<file path="src/rtl/ps2_kbd_mmio_if.sv">
// Processor dmem-side bus between the CPU read mux and the PS/2 keyboard block.
// Ports: addr/wren are driven by the processor (master).
//        rdata/hit are returned by the peripheral (slave).
interface ps2_kbd_mmio_if;
  logic [31:0] addr;
  logic        wren;
  logic [31:0] rdata;
  logic        hit;

  modport master (output addr, output wren, input rdata, input hit);
  modport slave  (input addr, input wren, output rdata, output hit);
endinterface

</file>
<file path="src/rtl/ps2_kbd_mmio.sv">
// Receive-only PS/2 keyboard front end exposing scan codes as memory-mapped I/O.
// Ports: clock/reset (async active-low); ps2_clk/ps2_data raw pins; bus (slave) carries
//        addr/wren in and rdata/hit out; key_avail is high while the scan-code FIFO holds data.
module ps2_kbd_mmio #(
  parameter int FIFO_DEPTH     = 8,
  parameter int TIMEOUT_CYCLES = 50000,
  parameter int ADDR_STATUS    = 4098,
  parameter int ADDR_DATA      = 4099
) (
  input  logic            clock,
  input  logic            reset,
  input  logic            ps2_clk,
  input  logic            ps2_data,
  ps2_kbd_mmio_if.slave   bus,
  output logic            key_avail
);

  localparam int PW = (FIFO_DEPTH > 1) ? $clog2(FIFO_DEPTH) : 1;
  localparam int TW = $clog2(TIMEOUT_CYCLES + 1);

  // ------------------------------------------------------------------
  // Pin synchronisers and falling-edge detect
  // ------------------------------------------------------------------
  logic clk_s1, clk_s2, clk_prev;
  logic dat_s1, dat_s2;
  logic fall;

  always_ff @(posedge clock or negedge reset) begin
    if (!reset) begin
      clk_s1   <= 1'b1;
      clk_s2   <= 1'b1;
      clk_prev <= 1'b1;
      dat_s1   <= 1'b1;
      dat_s2   <= 1'b1;
    end else begin
      clk_s1   <= ps2_clk;
      clk_s2   <= clk_s1;
      clk_prev <= clk_s2;
      dat_s1   <= ps2_data;
      dat_s2   <= dat_s1;
    end
  end

  // Edge is a compare of two registered samples; dat_s2 is aligned with clk_s2.
  assign fall = clk_prev & ~clk_s2;

  // ------------------------------------------------------------------
  // Frame FSM
  // ------------------------------------------------------------------
  typedef enum logic [1:0] {
    S_IDLE   = 2'd0,
    S_DATA   = 2'd1,
    S_PARITY = 2'd2,
    S_STOP   = 2'd3
  } state_t;

  state_t          state;
  logic [7:0]      shreg;
  logic [2:0]      bit_cnt;
  logic            par_ok;
  logic [TW-1:0]   to_cnt;
  logic            push_q;
  logic [7:0]      push_byte;
  logic            err_q;

  always_ff @(posedge clock or negedge reset) begin
    if (!reset) begin
      state     <= S_IDLE;
      shreg     <= '0;
      bit_cnt   <= '0;
      par_ok    <= 1'b0;
      to_cnt    <= '0;
      push_q    <= 1'b0;
      push_byte <= '0;
      err_q     <= 1'b0;
    end else begin
      // push/err are one-cycle pulses into the FIFO/flag stage
      push_q <= 1'b0;
      err_q  <= 1'b0;
      if (fall) begin
        to_cnt <= '0;
        case (state)
          S_IDLE: begin
            if (!dat_s2) begin
              shreg   <= '0;
              bit_cnt <= '0;
              state   <= S_DATA;
            end
          end
          S_DATA: begin
            shreg   <= {dat_s2, shreg[7:1]};
            bit_cnt <= bit_cnt + 3'd1;
            if (bit_cnt == 3'd7) state <= S_PARITY;
          end
          S_PARITY: begin
            // odd parity over data + parity bit
            par_ok <= ^{shreg, dat_s2};
            state  <= S_STOP;
          end
          S_STOP: begin
            if (dat_s2 && par_ok) begin
              push_q    <= 1'b1;
              push_byte <= shreg;
            end else begin
              err_q <= 1'b1;
            end
            state <= S_IDLE;
          end
          default: state <= S_IDLE;
        endcase
      end else if (state != S_IDLE) begin
        // abandon a stalled frame silently
        if (to_cnt == TW'(TIMEOUT_CYCLES - 1)) begin
          state  <= S_IDLE;
          to_cnt <= '0;
        end else begin
          to_cnt <= to_cnt + 1'b1;
        end
      end
    end
  end

  // ------------------------------------------------------------------
  // Bus decode
  // ------------------------------------------------------------------
  logic hit_status, hit_data;
  assign hit_status = (bus.addr == 32'(ADDR_STATUS));
  assign hit_data   = (bus.addr == 32'(ADDR_DATA));
  assign bus.hit    = hit_status | hit_data;

  // ------------------------------------------------------------------
  // Scan-code FIFO and sticky flags
  // ------------------------------------------------------------------
  logic [7:0]    mem [FIFO_DEPTH];
  logic [PW-1:0] rd_ptr, wr_ptr;
  logic [3:0]    count, count_nxt;
  logic          frame_err, overflow;
  logic          full, empty, pop, do_push, ovf_set, clr;

  assign full    = (count == 4'(FIFO_DEPTH));
  assign empty   = (count == 4'd0);
  assign pop     = bus.wren & hit_data & ~empty;
  // a pop in the same cycle frees the slot the new byte lands in
  assign do_push = push_q & (~full | pop);
  assign ovf_set = push_q & full & ~pop;
  assign clr     = bus.wren & hit_status;

  function automatic logic [PW-1:0] ptr_inc(input logic [PW-1:0] p);
    return (p == PW'(FIFO_DEPTH - 1)) ? '0 : p + 1'b1;
  endfunction

  always_comb begin
    count_nxt = count;
    if (do_push && !pop)      count_nxt = count + 4'd1;
    else if (pop && !do_push) count_nxt = count - 4'd1;
  end

  always_ff @(posedge clock or negedge reset) begin
    if (!reset) begin
      for (int i = 0; i < FIFO_DEPTH; i++) mem[i] <= '0;
      rd_ptr    <= '0;
      wr_ptr    <= '0;
      count     <= '0;
      frame_err <= 1'b0;
      overflow  <= 1'b0;
      key_avail <= 1'b0;
    end else begin
      if (do_push) begin
        mem[wr_ptr] <= push_byte;
        wr_ptr      <= ptr_inc(wr_ptr);
      end
      if (pop) rd_ptr <= ptr_inc(rd_ptr);
      count     <= count_nxt;
      key_avail <= (count_nxt != 4'd0);

      // a new error in the clear cycle stays flagged
      if (err_q)    frame_err <= 1'b1;
      else if (clr) frame_err <= 1'b0;
      if (ovf_set)  overflow  <= 1'b1;
      else if (clr) overflow  <= 1'b0;
    end
  end

  // ------------------------------------------------------------------
  // Read data
  // ------------------------------------------------------------------
  always_comb begin
    bus.rdata = '0;
    if (hit_status)
      bus.rdata = {24'b0, full, overflow, frame_err, count, ~empty};
    else if (hit_data && !empty)
      bus.rdata = {24'b0, mem[rd_ptr]};
  end

endmodule

</file>
<file path="src/flat_wrapper.sv">
// flat-port wrapper written by rule: the top's interface ports become plain ports
module ps2_kbd_mmio_flat 
#(
  parameter int FIFO_DEPTH     = 8,
  parameter int TIMEOUT_CYCLES = 50000,
  parameter int ADDR_STATUS    = 4098,
  parameter int ADDR_DATA      = 4099
)
  (clock, reset, ps2_clk, ps2_data, key_avail, bus_addr, bus_wren, bus_rdata, bus_hit);
  ps2_kbd_mmio_if bus_i ();
  input  logic clock;
  input  logic reset;
  input  logic ps2_clk;
  input  logic ps2_data;
  output logic key_avail;
  input wire logic [$bits(bus_i.addr)-1:0] bus_addr;
  input wire logic [$bits(bus_i.wren)-1:0] bus_wren;
  output wire logic [$bits(bus_i.rdata)-1:0] bus_rdata;
  output wire logic [$bits(bus_i.hit)-1:0] bus_hit;
  assign bus_i.addr = bus_addr;
  assign bus_i.wren = bus_wren;
  assign bus_rdata = bus_i.rdata;
  assign bus_hit = bus_i.hit;
  ps2_kbd_mmio #(.FIFO_DEPTH(FIFO_DEPTH), .TIMEOUT_CYCLES(TIMEOUT_CYCLES), .ADDR_STATUS(ADDR_STATUS), .ADDR_DATA(ADDR_DATA)) u_core (.clock(clock), .reset(reset), .ps2_clk(ps2_clk), .ps2_data(ps2_data), .bus(bus_i), .key_avail(key_avail));
endmodule
</file>
<file path="config.mk">
export PLATFORM = sky130hd
export DESIGN_NAME = ps2_kbd_mmio_flat
export DESIGN_NICKNAME = d
export VERILOG_FILES = /design/src/rtl/ps2_kbd_mmio_if.sv /design/src/rtl/ps2_kbd_mmio.sv /design/src/flat_wrapper.sv
export SDC_FILE = /design/constraint.sdc
export NUM_CORES = 1
export LEC_CHECK = 0
export ABC_AREA = 0
export CELL_PAD_IN_SITES_DETAIL_PLACEMENT = 0
export CELL_PAD_IN_SITES_GLOBAL_PLACEMENT = 1
export CORE_ASPECT_RATIO = 0.75
export CORE_MARGIN = 4
export CORE_UTILIZATION = 30
export DETAILED_ROUTE_END_ITERATION = 16
export GPL_ROUTABILITY_DRIVEN = 1
export PLACE_DENSITY_LB_ADDON = 0.1
export SKIP_LAST_GASP = 1
export SLEW_MARGIN = 0
export SYNTH_ARGS = -nofsm -noshare
export SYNTH_HDL_FRONTEND = slang
export SYNTH_SLANG_ARGS = --single-unit
</file>
<file path="constraint.sdc">
create_clock -name clock -period 2.6 [get_ports clock]
set_input_delay 0.39 -clock clock [delete_from_list [all_inputs] [get_ports clock]]
set_output_delay 0.39 -clock clock [all_outputs]
set_load 0.01 [all_outputs]
</file>
[After elaboration in Yosys (flattened, before gate mapping)]
Index checks and enable logic that the tools add are counted.
Operators by class
  add/subtract/negate cells: 6
  multiply operators: 0
  div/mod/pow operators: 0
  order comparisons: 3
  equality and inequality tests: 13
  shifts and indexed selects: 0
  muxes and demuxes: 34
  bitwise logic cells: 15
  reductions and logical operators: 22
Operator list (number)
  bitwise mux 64 bit: 1
  == test 32 x 13 -> 1 bit, second input constant: 2
  2-to-1 mux 16 bit: 3
  2-to-1 mux 8 bit: 6
  binary-select mux 8 bit (select 3 bit): 1
  demux 8 bit (select 3 bit): 1
  adder 16 x 1 -> 16 bit, second input constant: 1
  == test 16 bit, second input constant: 1
  one-hot mux 8 bit (2 select lines): 1
  nonzero test 2 bit: 6
  2-to-1 mux 2 bit: 5
  adder 3 x 1 -> 3 bit, second input constant: 3
  == test 3 bit, second input constant: 3
  2-to-1 mux 1 bit: 9
  2-to-1 mux 3 bit: 3
  parity 9 bit: 1
  greater-or-equal comparator 4 bit, second input constant: 2
  2-to-1 mux 4 bit: 2
  NOT 3 -> 4 bit: 2
  one-hot mux 2 bit (4 select lines): 1
  AND 1 bit: 7
  != test 3 bit, second input constant: 2
  one-hot mux 3 bit (2 select lines): 1
  AND reduction 3 bit: 2
  16 further kinds: 27
Storage, ports and cells
  register bits after elaboration: 122
  latch bits: 0
  memory bits (writable): 0
  memory bits (read-only): 0
  bits of input ports: 37
  output and inout port bits: 34
  word-level logic and storage cells: 120
  memories kept: 0

[Depth between registers and ports, before layout]
  depth after elaboration: 10
  gate-level depth with buffers: 9
  depth with buffers taken out: 8

[Least setup slack after synthesis]
No wires, ideal clock.
  path kind: register -> register
  start point: reg u_core.count[0]
  end point: reg u_core.key_avail
  setup time: 0.138 ns
  data arrival time: 2.272 ns
  data required time: 2.462 ns
  setup slack: 0.189 ns
  cell stages (with the launch flop): 9
  path buffers: 0
  clock period less this slack: 2.411 ns
  cell sequence: dfrtp_1 -> inv_1 -> ha_1 -> or3b_4 -> nand3_2 -> nor3_2 -> mux2_1 -> a211o_1 -> or4_1
Between the ends
  word-level cells in the longest chain between the ends: 10
  elaborated cells on any way between the ends: 16
  classes of those cells: add/sub: 2; eq/ne: 1; mux: 2; bitwise: 5; reduce/logical: 6
RTL lines
  from (decl): RTL line ps2_kbd_mmio.sv:136  | logic [3:0] count, count_nxt;
  from (signal assigned): RTL line ps2_kbd_mmio.sv:173  | count <= count_nxt;
  logical NOT 4 bit: RTL line ps2_kbd_mmio.sv:141  | assign empty = (count == 4'd0);
  NOT 1 bit: RTL line ps2_kbd_mmio.sv:142  | assign pop = bus.wren & hit_data & ~empty;
  AND 1 bit: RTL line ps2_kbd_mmio.sv:142
  bitwise OR 1 bit: RTL line ps2_kbd_mmio.sv:144  | assign do_push = push_q & (~full | pop);
  AND 1 bit: RTL line ps2_kbd_mmio.sv:144
  logical NOT 1 bit: RTL line ps2_kbd_mmio.sv:155  | else if (pop && !do_push) count_nxt = count - 4'd1;
  logical AND 1 bit: RTL line ps2_kbd_mmio.sv:155
  2-to-1 mux 4 bit: RTL line ps2_kbd_mmio.sv:155
  2-to-1 mux 4 bit *: RTL line ps2_kbd_mmio.sv:154  | if (do_push && !pop) count_nxt = count + 4'd1;
  net u_core.count_nxt[2]: RTL line ps2_kbd_mmio.sv:136
  nonzero test 4 bit *: RTL line ps2_kbd_mmio.sv:174  | key_avail <= (count_nxt != 4'd0);
  to (signal assigned): RTL line ps2_kbd_mmio.sv:174
  to (decl): RTL line ps2_kbd_mmio.sv:15  | output logic key_avail
Mark *: on every way through the listed nets, which the timed path passes. The rest lies on a longest branch.
A chain may end at the register's enable or synchronous reset.

[Final worst setup path]
  start point: in bus_addr[6]
  end point: reg u_core.key_avail
Between the ends
  word-level cells in the longest chain between the ends: 10
  elaborated cells on any way between the ends: 12
  classes of those cells: eq/ne: 1; mux: 2; bitwise: 4; reduce/logical: 5
RTL lines
  from (decl): RTL line flat_wrapper.sv:16  | input wire logic [$bits(bus_i.addr)-1:0] bus_addr;
  == test 32 x 13 -> 1 bit *: RTL line ps2_kbd_mmio.sv:128  | assign hit_data = (bus.addr == 32'(ADDR_DATA));
  AND 1 bit * (2 in series): RTL line ps2_kbd_mmio.sv:142
  bitwise OR 1 bit: RTL line ps2_kbd_mmio.sv:144
  AND 1 bit: RTL line ps2_kbd_mmio.sv:144
  logical NOT 1 bit: RTL line ps2_kbd_mmio.sv:155
  logical AND 1 bit: RTL line ps2_kbd_mmio.sv:155
  2-to-1 mux 4 bit: RTL line ps2_kbd_mmio.sv:155
  2-to-1 mux 4 bit *: RTL line ps2_kbd_mmio.sv:154
  net u_core.count_nxt[2]: RTL line ps2_kbd_mmio.sv:136
  nonzero test 4 bit *: RTL line ps2_kbd_mmio.sv:174
Marks and branches as above.

==> results.sh <==
export IMPL_status="complete, no violations"
export IMPL_gr_usage_met1_pct=19.2
export IMPL_drt_first_pass_iters=6
export IMPL_clock_fmax_ghz=0.400
export IMPL_holdWs_ns=0.356
export IMPL_worst_ep_required_time_ns=2.88
export IMPL_dr_first_iter_drc_count=158
export IMPL_initial_core_util_pct=31.0
export IMPL_post_route_period_util_pct=96.2
export IMPL_rsz0062_at_grt="yes"
export IMPL_ys_seq_area_share_pct=50.4
export IMPL_synth_edf_count=0
export IMPL_gp_congestion=0.751
export IMPL_io_pins=71
export IMPL_syn_inst=479
export IMPL_finalSetupViolCount=0
export IMPL_syn_area_sq_um=6070
export IMPL_portBuffers=46
export IMPL_instances_no_fill=848
export IMPL_critPathMaxFanout=3
export IMPL_grt_util_all_layers_pct=13.1
export IMPL_peakVddDrop_uv=342
export IMPL_yosys_area_top_type_share_pct=48.2
export IMPL_antenna_found_initial=0
export IMPL_grt_pass1_vias=4186
export IMPL_met3_usage_pct=4.26
export IMPL_layout_setup_ws_ns=0.0984
export IMPL_cp_arrival_ns=2.79
export IMPL_grt_max_degree=54
export IMPL_wl_per_cell_um=16.7
export IMPL_worst_pin_slew_ns=0.726
export IMPL_worstSetupStartpointType="input pin"
export IMPL_synth_seq_cells=122
export IMPL_endpoint_kind="flop"
export IMPL_finalWirelength_um=14200
export IMPL_async_flop_share_pct=100
export IMPL_fp_dieW_um=172
export IMPL_synth_flop_cell="dfrtp_1"
export IMPL_die_area_sq_um=22600
export IMPL_insertion_delay_ns=0.43
export IMPL_slew_headroom_pct=51.3
export IMPL_gr_total_overflow=0
export IMPL_final_area_sq_um=7820
export IMPL_fillCellCount=1843
export IMPL_clockBufferDepth=2
export IMPL_drcViolationCount=0
export IMPL_diodes=0
export IMPL_area_growth_pct=28.8
export IMPL_fin_nets=632
export IMPL_period_minus_slack_ns=2.50
export IMPL_p_total_mw=4.79
export IMPL_skew_ns=0.0163
export IMPL_met2_usage_pct=18.5
export IMPL_synth_distinct_cells=57
export IMPL_pwr_density_cell_nw_per_um2=612
export IMPL_grt_pass1_wl_um=23000
export IMPL_yosysMostFrequentCell="dfrtp_1"
export IMPL_antenna_left=0
export IMPL_placed_area_sq_um=7050
export IMPL_cts_tree="yes"
export IMPL_drive_above_1_share_pct=37.1
export IMPL_final_core_util_pct=39.9
export IMPL_worstSetupPathType="in -> reg"
export IMPL_fp_dieH_um=131
export IMPL_min_path_type="reg -> reg"
export IMPL_fin_tns_setup_ns=0
export IMPL_num_vias=4035
export IMPL_drv_slew=0
export IMPL_hpwl_um=10200
export IMPL_clock_sinks=122
export IMPL_dp_cells=805
export IMPL_cts_root_buf="clkbuf_16"
export IMPL_yosys_warnings=0
export IMPL_top_usage_layer="met1"
export IMPL_yosys_top_cells_count="dfrtp_1 (117), mux2_2 (77), nand2_1 (36)"
export IMPL_hold_viol_final=0
export IMPL_synth_top_cells_by_area="dfrtp_1 (48%), mux2_2 (14%), mux4_2 (5.9%)"
export IMPL_core_sq_um=19600
export IMPL_dp_slack_ns=-0.417
export IMPL_numCtsBuffers=17
export IMPL_drv_cap=0
export IMPL_rows=44
export IMPL_viasPerCell=4.76
export IMPL_syn_avg_cell_area_sq_um=12.7
export IMPL_netlist_top_cell_by_area="dfrtp_1"
export IMPL_leakagePower_nw=3.64
export IMPL_h_tree_depth=4
export IMPL_clk_pin_slew_worst_paths_ns=0.06
[cell families (layout without fill, tap and decap cells)]
logic type      count (synthesis)  in the layout  share of synthesized area (%)
flops                         122            122                           50.4
simple gates                  120            120                           11.5
mux                           103            103                           21.9
compound gates                 56             56                           6.18
buf+inv                        44            137                           4.41
xor+xnor                       20             20                           2.88
fa+ha+maj                      13             13                           2.68
other cells                     1             24                         0.0618
[worst max-delay path: stages]
cell and delay (ns):
clkdlybuf4s50_1 0.42, nor4b_2 0.32, nand4_2 0.18, buf_6 0.17, nor3_4 0.20, mux2_4 0.32
a211o_1 0.29, or4_1 0.47
[cells in the final DEF (no fill, tap or decap), types with 6 or more instances in the layout]
cell type,synthesis,routed
buf_12,0,6
nand2b_1,6,6
o21ai_0,24,21
nand2_1,36,35
xnor2_1,13,13
xor2_1,7,7
nand3_1,10,10
mux2_2,77,77
nor2_1,20,19
mux2i_1,9,8
buf_4,25,41
nor3_1,7,6
mux4_2,16,16
conb_1,1,24
clkbuf_16,0,17
buf_2,1,7
nor4_2,5,6
a22o_1,9,9
ha_1,13,12
dfrtp_1,117,117
buf_6,1,6
inv_1,6,6
clkdlybuf4s50_1,0,34
[worst paths after layout]
kind                                       from             endpoint  slack [ns]  cells past startpoint
worst min-delay path              u_core.clk_s1        u_core.clk_s2        0.36                      0
max in group asynchronous                 reset      u_core.clk_prev        1.44                      3
worst max register to register  u_core.count[0]       u_core.mem[39]        0.13                     11
worst min register to register    u_core.clk_s1        u_core.clk_s2        0.36                      0
worst max-delay path                bus_addr[6]     u_core.key_avail         0.1                      8
min in group asynchronous                 reset  u_core.push_byte[3]        0.46                      2
[layer usage]
| metal | vias up | part of all wire, % |
|---|---|---|
| met1 | 2022 | 50 |
| met5 | - | 0 |
| met2 | 100 | 43 |
| met3 | 8 | 5.8 |
| li1 | 1905 | - |
| met4 | 0 | 0.96 |
[state kept, by name, indices dropped and copies added (netlist names), 2 cells and up]
| register | flops |
|---|---|
| u_core.bit_cnt | 3 |
| u_core.count | 4 |
| u_core.mem | 64 |
| u_core.push_byte | 8 |
| u_core.rd_ptr | 3 |
| u_core.shreg | 8 |
| u_core.state | 2 |
| u_core.to_cnt | 16 |
| u_core.wr_ptr | 3 |
[power breakdown]
| group | total (mW) | switching, mW | internal [mW] |
|---|---|---|---|
| Sequential | 2.03 | 0.0619 | 1.97 |
| Combinational | 0.374 | 0.215 | 0.158 |
| Clock | 2.38 | 0.925 | 1.46 |
[final cells by class]
cell class / count / area [sq um] / share of cell area (%)
clock inverter: 14 / 163 / 2.08
clock buffer: 18 / 439 / 5.62
timing repair buffer: 99 / 923 / 11.8
multi-input combinational: 336 / 2900 / 37.1
inverter: 6 / 22.5 / 0.288
sequential: 122 / 3060 / 39.1
tap: 253 / 317 / 4.05
[repair_timing]
item,4_1_cts,5_1_grt
hold endpoints to repair,26,0
pin swaps,1,10
cloned,1,0
gates resized for setup,30,31
setup endpoints to repair,8,56
hold buffers,1,0
setup buffers,3,6
(Power assumes the default switching activity.)
